<file path="config.mk">
export PLATFORM = sky130hd
export DESIGN_NAME = if_stage_flat
export DESIGN_NICKNAME = d
export VERILOG_FILES = /design/src/rtl/if_stage_pkg.sv /design/src/rtl/if_stage_if.sv /design/src/rtl/if_stage_if_id_reg.sv /design/src/rtl/if_stage.sv /design/src/flat_wrapper.sv
export SDC_FILE = /design/constraint.sdc
export NUM_CORES = 1
export LEC_CHECK = 0
export BUFFER_PORTS_ARGS = -buffer_cell sky130_fd_sc_hd__buf_4
export CAP_MARGIN = 20
export CORE_MARGIN = 2
export CORE_UTILIZATION = 60
export DETAILED_ROUTE_END_ITERATION = 8
export PLACE_DENSITY_LB_ADDON = 0.2
export SLEW_MARGIN = 20
export SYNTH_ARGS = -nofsm -noshare
export SYNTH_HDL_FRONTEND = slang
export SYNTH_SLANG_ARGS = --single-unit
</file>
<file path="constraint.sdc">
create_clock -name clk -period 5.9 [get_ports clk]
set_input_delay 0.885 -clock clk [delete_from_list [all_inputs] [get_ports clk]]
set_output_delay 0.885 -clock clk [all_outputs]
set_load 0.005 [all_outputs]
</file>
<file path="src/rtl/if_stage_pkg.sv">
// Shared fetch-stage types: reset/step constants, FSM encoding, IF/ID payload struct.
// The exc_adel payload bit and unaligned PC loads exist only when IF_MISALIGN_EXC_EN is defined.
package if_stage_pkg;

  localparam logic [31:0] RESET_PC_DEFAULT = 32'hBFC0_0000;
  localparam logic [31:0] PC_STEP_DEFAULT  = 32'd4;
  localparam logic [31:0] NOP_INST         = 32'h0000_0000;

  typedef enum logic [1:0] {
    S_BOOT  = 2'd0,
    S_FETCH = 2'd1,
    S_HOLD  = 2'd2
  } fetch_state_t;

  typedef struct packed {
    logic [31:0] pc;
    logic [31:0] inst;
    logic        valid;
    logic        dslot;
`ifdef IF_MISALIGN_EXC_EN
    logic        exc_adel;
`endif
  } ifid_t;

  // Every value written into the PC passes through here.
  function automatic logic [31:0] pc_load(input logic [31:0] addr);
`ifdef IF_MISALIGN_EXC_EN
    return addr;
`else
    return addr & 32'hFFFF_FFFC;
`endif
  endfunction

endpackage

</file>
<file path="src/rtl/if_stage_if.sv">
// Fetch-stage bundle: imem req/ack bus, decode feedback (stall, branch) and IF/ID outputs.
// master = fetch stage, slave = memory/decode side; id_exc_adel_o only with IF_MISALIGN_EXC_EN.
interface if_stage_if;

  logic        stall_i;
  logic        branch_flag_i;
  logic [31:0] branch_target_address_i;
  logic        imem_req_o;
  logic [31:0] imem_addr_o;
  logic        imem_ack_i;
  logic [31:0] imem_rdata_i;
  logic [31:0] id_pc_o;
  logic [31:0] id_inst_o;
  logic        id_valid_o;
  logic        id_is_in_delayslot_o;
  logic        fetch_busy_o;
`ifdef IF_MISALIGN_EXC_EN
  logic        id_exc_adel_o;
`endif

  modport master (
    input  stall_i, branch_flag_i, branch_target_address_i, imem_ack_i, imem_rdata_i,
    output imem_req_o, imem_addr_o, id_pc_o, id_inst_o, id_valid_o,
           id_is_in_delayslot_o, fetch_busy_o
`ifdef IF_MISALIGN_EXC_EN
    , output id_exc_adel_o
`endif
  );

  modport slave (
    output stall_i, branch_flag_i, branch_target_address_i, imem_ack_i, imem_rdata_i,
    input  imem_req_o, imem_addr_o, id_pc_o, id_inst_o, id_valid_o,
           id_is_in_delayslot_o, fetch_busy_o
`ifdef IF_MISALIGN_EXC_EN
    , input id_exc_adel_o
`endif
  );

endinterface

</file>
<file path="src/rtl/if_stage_if_id_reg.sv">
// IF/ID pipeline register: load a fetched instruction, insert a bubble, or freeze.
// One-cycle latency; holds every field whenever neither load nor bubble is asserted.
module if_stage_if_id_reg
  import if_stage_pkg::*;
(
  input  logic  clk,
  input  logic  rst_n,
  input  logic  load,
  input  logic  bubble,
  input  ifid_t load_dat,
  output ifid_t q
);

  // A bubble keeps the old pc so decode still sees a sensible address.
  always_ff @(posedge clk or negedge rst_n) begin
    if (!rst_n) begin
      q <= '0;
    end else if (load) begin
      q <= load_dat;
    end else if (bubble) begin
      q.inst     <= NOP_INST;
      q.valid    <= 1'b0;
      q.dslot    <= 1'b0;
`ifdef IF_MISALIGN_EXC_EN
      q.exc_adel <= 1'b0;
`endif
    end
  end

endmodule

</file>
<file path="src/rtl/if_stage.sv">
// Instruction fetch + IF/ID: PC sequencing, imem req/ack, delayed-branch redirect (IF_MISALIGN_EXC_EN adds ADEL path).
// 1 inst/cycle on zero-wait memory; stall_i freezes pc and IF/ID, an issued fetch still lands in the hold buffer.
module if_stage
  import if_stage_pkg::*;
#(
  parameter logic [31:0] RESET_PC = RESET_PC_DEFAULT,
  parameter logic [31:0] PC_STEP  = PC_STEP_DEFAULT
)(
  input logic        clk,
  input logic        rst_n,
  if_stage_if.master bus
);

  fetch_state_t state, state_nxt;

  logic [31:0] pc, pc_nxt;
  logic        redirect_pending;
  logic [31:0] redirect_target;
  logic [31:0] hold_inst, hold_pc;

  logic        misaligned;
  logic        req, busy, deliver, capture, exc_dlv;
  logic [31:0] dlv_pc, dlv_inst;
  logic        advance, br_take;
  ifid_t       id_d, id_q;

`ifdef IF_MISALIGN_EXC_EN
  assign misaligned = (pc[1:0] != 2'b00);
`else
  assign misaligned = 1'b0;
`endif

  // Decode's branch inputs only mean something when its instruction moves on.
  assign advance = id_q.valid && !bus.stall_i;
  assign br_take = bus.branch_flag_i && advance;

  always_ff @(posedge clk or negedge rst_n) begin
    if (!rst_n) begin
      state <= S_BOOT;
    end else begin
      state <= state_nxt;
    end
  end

  always_comb begin
    state_nxt = state;
    case (state)
      S_BOOT:  state_nxt = S_FETCH;
      S_FETCH: if (!misaligned && bus.imem_ack_i && bus.stall_i) state_nxt = S_HOLD;
      S_HOLD:  if (!bus.stall_i) state_nxt = S_FETCH;
      default: state_nxt = S_BOOT;
    endcase
  end

  always_comb begin
    req      = 1'b0;
    busy     = 1'b0;
    deliver  = 1'b0;
    capture  = 1'b0;
    exc_dlv  = 1'b0;
    dlv_pc   = pc;
    dlv_inst = bus.imem_rdata_i;
    case (state)
      S_FETCH: begin
        if (misaligned) begin
          deliver  = !bus.stall_i;
          exc_dlv  = 1'b1;
          dlv_inst = NOP_INST;
        end else begin
          req     = 1'b1;
          busy    = !bus.imem_ack_i;
          deliver = bus.imem_ack_i && !bus.stall_i;
          capture = bus.imem_ack_i && bus.stall_i;
        end
      end
      S_HOLD: begin
        deliver  = !bus.stall_i;
        dlv_pc   = hold_pc;
        dlv_inst = hold_inst;
      end
      default: ;
    endcase
  end

  // A pending redirect outranks a same-cycle branch: the delay slot is the one being delivered.
  always_comb begin
    pc_nxt = pc;
    if (deliver) begin
      if (redirect_pending) begin
        pc_nxt = pc_load(redirect_target);
      end else if (br_take) begin
        pc_nxt = pc_load(bus.branch_target_address_i);
      end else if (!exc_dlv) begin
        pc_nxt = pc_load(dlv_pc + PC_STEP);
      end
    end
  end

  always_ff @(posedge clk or negedge rst_n) begin
    if (!rst_n) begin
      pc               <= pc_load(RESET_PC);
      redirect_pending <= 1'b0;
      redirect_target  <= 32'h0;
      hold_inst        <= 32'h0;
      hold_pc          <= 32'h0;
    end else begin
      pc <= pc_nxt;
      if (capture) begin
        hold_inst <= bus.imem_rdata_i;
        hold_pc   <= pc;
      end
      if (deliver) begin
        redirect_pending <= 1'b0;
      end else if (br_take) begin
        redirect_pending <= 1'b1;
        redirect_target  <= bus.branch_target_address_i;
      end
    end
  end

  always_comb begin
    id_d          = '0;
    id_d.pc       = dlv_pc;
    id_d.inst     = dlv_inst;
    id_d.valid    = 1'b1;
    id_d.dslot    = redirect_pending | br_take;
`ifdef IF_MISALIGN_EXC_EN
    id_d.exc_adel = exc_dlv;
`endif
  end

  if_stage_if_id_reg u_if_id_reg (
    .clk      (clk),
    .rst_n    (rst_n),
    .load     (deliver),
    .bubble   (advance && !deliver),
    .load_dat (id_d),
    .q        (id_q)
  );

  assign bus.imem_req_o           = req;
  assign bus.imem_addr_o          = pc;
  assign bus.fetch_busy_o         = busy;
  assign bus.id_pc_o              = id_q.pc;
  assign bus.id_inst_o            = id_q.inst;
  assign bus.id_valid_o           = id_q.valid;
  assign bus.id_is_in_delayslot_o = id_q.dslot;
`ifdef IF_MISALIGN_EXC_EN
  assign bus.id_exc_adel_o        = id_q.exc_adel;
`endif

endmodule

</file>
<file path="src/flat_wrapper.sv">
// flat-port wrapper written by rule: the top's interface ports become plain ports
module if_stage_flat import if_stage_pkg::*;
#(
  parameter logic [31:0] RESET_PC = RESET_PC_DEFAULT,
  parameter logic [31:0] PC_STEP  = PC_STEP_DEFAULT
)
  (clk, rst_n, bus_stall_i, bus_branch_flag_i, bus_branch_target_address_i, bus_imem_ack_i, bus_imem_rdata_i, bus_imem_req_o, bus_imem_addr_o, bus_id_pc_o, bus_id_inst_o, bus_id_valid_o, bus_id_is_in_delayslot_o, bus_fetch_busy_o);
  if_stage_if bus_i ();
  input logic clk;
  input logic rst_n;
  input wire logic [$bits(bus_i.stall_i)-1:0] bus_stall_i;
  input wire logic [$bits(bus_i.branch_flag_i)-1:0] bus_branch_flag_i;
  input wire logic [$bits(bus_i.branch_target_address_i)-1:0] bus_branch_target_address_i;
  input wire logic [$bits(bus_i.imem_ack_i)-1:0] bus_imem_ack_i;
  input wire logic [$bits(bus_i.imem_rdata_i)-1:0] bus_imem_rdata_i;
  output wire logic [$bits(bus_i.imem_req_o)-1:0] bus_imem_req_o;
  output wire logic [$bits(bus_i.imem_addr_o)-1:0] bus_imem_addr_o;
  output wire logic [$bits(bus_i.id_pc_o)-1:0] bus_id_pc_o;
  output wire logic [$bits(bus_i.id_inst_o)-1:0] bus_id_inst_o;
  output wire logic [$bits(bus_i.id_valid_o)-1:0] bus_id_valid_o;
  output wire logic [$bits(bus_i.id_is_in_delayslot_o)-1:0] bus_id_is_in_delayslot_o;
  output wire logic [$bits(bus_i.fetch_busy_o)-1:0] bus_fetch_busy_o;
  assign bus_i.stall_i = bus_stall_i;
  assign bus_i.branch_flag_i = bus_branch_flag_i;
  assign bus_i.branch_target_address_i = bus_branch_target_address_i;
  assign bus_i.imem_ack_i = bus_imem_ack_i;
  assign bus_i.imem_rdata_i = bus_imem_rdata_i;
  assign bus_imem_req_o = bus_i.imem_req_o;
  assign bus_imem_addr_o = bus_i.imem_addr_o;
  assign bus_id_pc_o = bus_i.id_pc_o;
  assign bus_id_inst_o = bus_i.id_inst_o;
  assign bus_id_valid_o = bus_i.id_valid_o;
  assign bus_id_is_in_delayslot_o = bus_i.id_is_in_delayslot_o;
  assign bus_fetch_busy_o = bus_i.fetch_busy_o;
  if_stage #(.RESET_PC(RESET_PC), .PC_STEP(PC_STEP)) u_core (.clk(clk), .rst_n(rst_n), .bus(bus_i));
endmodule
</file>
==> flow_summary_export.csv <==
group,metric,value,unit
status,outcome,"completed",
pwr,p_sw,2.01,mW
pwr,power.clock.fraction,21.5,%
global_route,grt_pass1_vias,6845,
clock_network,cts.sinks,189,
yosys,yosysWarnings,0,
yosys,synth_edf_count,0,
global_route,met3_usage,6.07,%
yosys,synth_area_leader_cell,"dfrtp_1",
worst_setup_path,arrival,3.93,ns
clock_network,cts_hold_buf,0,
hold_path,hp-class,"primary input to asynchronous set/reset pin",
final_layout,fin_area,0.0110,mm²
placement,post_dp_cell_area,0.0103,mm²
sta,worst_slack,2.25,ns
yosys,syn_avg_cell_area,10.7,µm²
worst_setup_path,worstPathMaxFanout,70,
drt,postRouteAntennaNets,0,
global_route,gr-usage-met2,45.4,%
placement,dp_worst_setup_slack,2.38,ns
drt,vias_per_cell,5.97,
sta,finalClockSkew,0.00575,ns
sta,finalSetupTns,0,ns
global_route,grt_start_max_net_pins,76,
final_layout,stdcell_count,1176,
final_layout,drive_gt1_share,32.6,%
final_layout,area_growth,21.9,%
final_layout,mostFrequentLayoutCell,"dfrtp_1",
worst_setup_path,worstSetupPathType,"flop to flop",
final_layout,antenna_cells,0,
floorplanning,num_rows,44,
pwr,intPower,3.72,mW
sta,worst_pin_slew,1.02,ns
final_layout,final_util,75.2,%
yosys,ys_types,51,
clock_network,clock_latency,0.43,ns
clock_network,htree_levels,4,
pwr,combPwrFrac,37.7,%
yosys,synth_top_area_share,50.0,%
global_route,grt-busiest-layer,"met2",
global_route,antenna_found_initial,0,
sta,slew_viol_final,0,
placement,port_buffers,162,
drt,drt-pass1-iter-count,5,
sta,slew-limit-headroom,31.3,%
clock_network,post_cts_buffers,0,
global_route,met1_usage,38.8,%
pwr,max-vdd-ir-drop,0.000292,V
drt,vias,7015,
clock_network,root_buffer,"clkbuf_16",
yosys,synthFlopType,"dfrtp_1",
clock_network,cts_buffers,17,
sta,timing.final.crit_share,61.8,%
yosys,synth-async-reset-ratio,100,%
clock_network,ctsResizeCount,0,
floorplanning,boundaryPins,169,
pwr,power.density,522,mW/mm²
yosys,yosys_register_bits,189,
worst_setup_path,required,6.18,ns
global_route,grt_pass1_wl,35800,µm
drt,drt-total-wl,22000,µm
sta,finalHoldViolCount,0,
placement,gp_congestion,0.878,
pwr,power_frac_seq,40.8,%
yosys,yosysSeqAreaShare,52.7,%
floorplanning,chipWidth,127,µm
drt,first_iter_violations,672,
placement,hpwl,14300,µm
yosys,syn-instance-count,838,
global_route,track_usage,28.1,%
clock_network,cts_tree,"done",
final_layout,final_nets,1052,
sta,fmax,274,MHz
worst_setup_path,cp-start-kind,"flop",
clock_network,clkTransAtPathRegs,0.07,ns
yosys,syn-cell-area,0.00900,mm²
pwr,p_sw_share,35.1,%
job,max_cap_violations,0,
sta,period_minus_slack,3.65,ns
global_route,grt_overflow,0,
clock_network,clockBufferDepth,2,
floorplanning,die-area,0.0160,mm²
floorplanning,die_y,127,µm
sta,rsz0062_at_grt,"no",
floorplanning,coreArea,0.0146,mm²
pwr,leakage,4.91,nW
final_layout,final_cell_mix,"180 x dfrtp_1, 173 x buf_4, 132 x nand2_1",
drt,drc,0,
worst_setup_path,critPathCaptureType,"flop",
floorplanning,initial_utilization,61.7,%
placement,dp.cells,1144,
sta,setup_viol,0,
yosys,synth_area_leaders,"dfrtp_1 50%, mux2_2 12%, mux2i_1 6.2%, nand2_1 5.5%, o21ai_0 5.1%",
drt,wl_per_cell,18.7,µm
-- worst max-delay path, stage by stage, from the launching register on --
cell and delay, ns:
dfrtp_1 0.40, inv_1 0.12, ha_4 0.70, mux2_2 0.32
ha_1 0.17, inv_1 0.08, a211oi_2 0.52, nand4_1 0.36
nor4_1 0.49, xor2_1 0.21, a31oi_1 0.10
-- routing by layer --
metal	wire (µm)	vias up	share of wire, %
li1	-	3242	-
met2	10600	238	48
met4	276	0	1.3
met3	1360	22	6.2
met1	9700	3513	44
met5	0	-	0
-- final timing paths --
path,cells past startpoint,slack [ns],start,to
max in group asynchronous,2,4.19,rst_n,u_core.hold_pc[19]
min reg2reg,2,0.48,u_core.u_if_id_reg.q[21],u_core.u_if_id_reg.q[21]
max,10,2.25,u_core.state[0],u_core.bus.imem_addr_o[30]
min,1,0.43,rst_n,u_core.u_if_id_reg.q[14]
max reg2reg,10,2.25,u_core.state[0],u_core.bus.imem_addr_o[30]
min in group clk,2,0.48,u_core.u_if_id_reg.q[21],u_core.u_if_id_reg.q[21]
-- synthesized netlist by cell type, drive strengths merged (7+ instances only) --
library cell / count
dfrtp: 180
nand2: 132
mux2: 98
o21ai: 92
mux2i: 56
a21oi: 45
clkbuf: 36
nor2: 22
buf: 19
nand3: 19
a31oi: 14
xnor2: 13
xor2: 12
dfstp: 9
a221oi: 8
and3: 7
nand3b: 7
nand4: 7
or3: 7
-- power by group through the flow --
stage                     registers [mW]  logic, mW  clock network, mW
final                               2.34       2.16               1.23
after global routing                2.42       2.39               1.30
after CTS                           2.33       2.17               1.24
after detailed placement            2.35       2.15                  0
after global placement              2.32       2.08                  0
after floorplan                     2.25       1.34                  0
-- sequential cells by signal, summed over array words and instances, names as in the netlist --
register,count
u_core.redirect_pending,1
u_core.hold_pc,30
u_core.bus.imem_addr_o,30
u_core.u_if_id_reg.q,64
u_core.state,2
u_core.redirect_target,30
u_core.hold_inst,32
-- final cells by class --
cell class	count	area, µm²
Multi-Input combinational cell	592	4040
Clock inverter	11	163
Tap cell	184	230
Fill cell	1034	3620
Timing Repair Buffer	174	1310
Clock buffer	21	470
Sequential cell	189	4740
Inverter	5	18.8
-- per-stage QoR --
| stage | power, mW | hold WS [ns] |
|---|---|---|
| 4_1_cts | 5.74 | 0.454 |
| 3_5_place_dp | 4.49 | 0.466 |
| 3_3_place_gp | 4.40 | 0.461 |
| 6_report | 5.73 | 0.430 |
| 5_1_grt | 6.10 | 0.481 |
| 2_1_floorplan | 3.60 | 0.470 |
-- kinds of logic (layout without fill, tap and decap cells) --
| group | after synthesis | count (layout) | share of synthesized area (%) |
|---|---|---|---|
| adder cells (fa/ha/maj) | 4 | 4 | 0.556 |
| multiplexers | 154 | 154 | 18.5 |
| AND/OR/NAND/NOR | 228 | 228 | 11.8 |
| flip-flops | 189 | 189 | 52.7 |
| other | 1 | 4 | 0.0416 |
| XOR/XNOR | 25 | 25 | 2.43 |
| buffers and inverters | 60 | 211 | 2.92 |
| AO/OA/AOI/OAI | 177 | 177 | 11.1 |
Note: power is estimated with default switching activity, not from simulation.
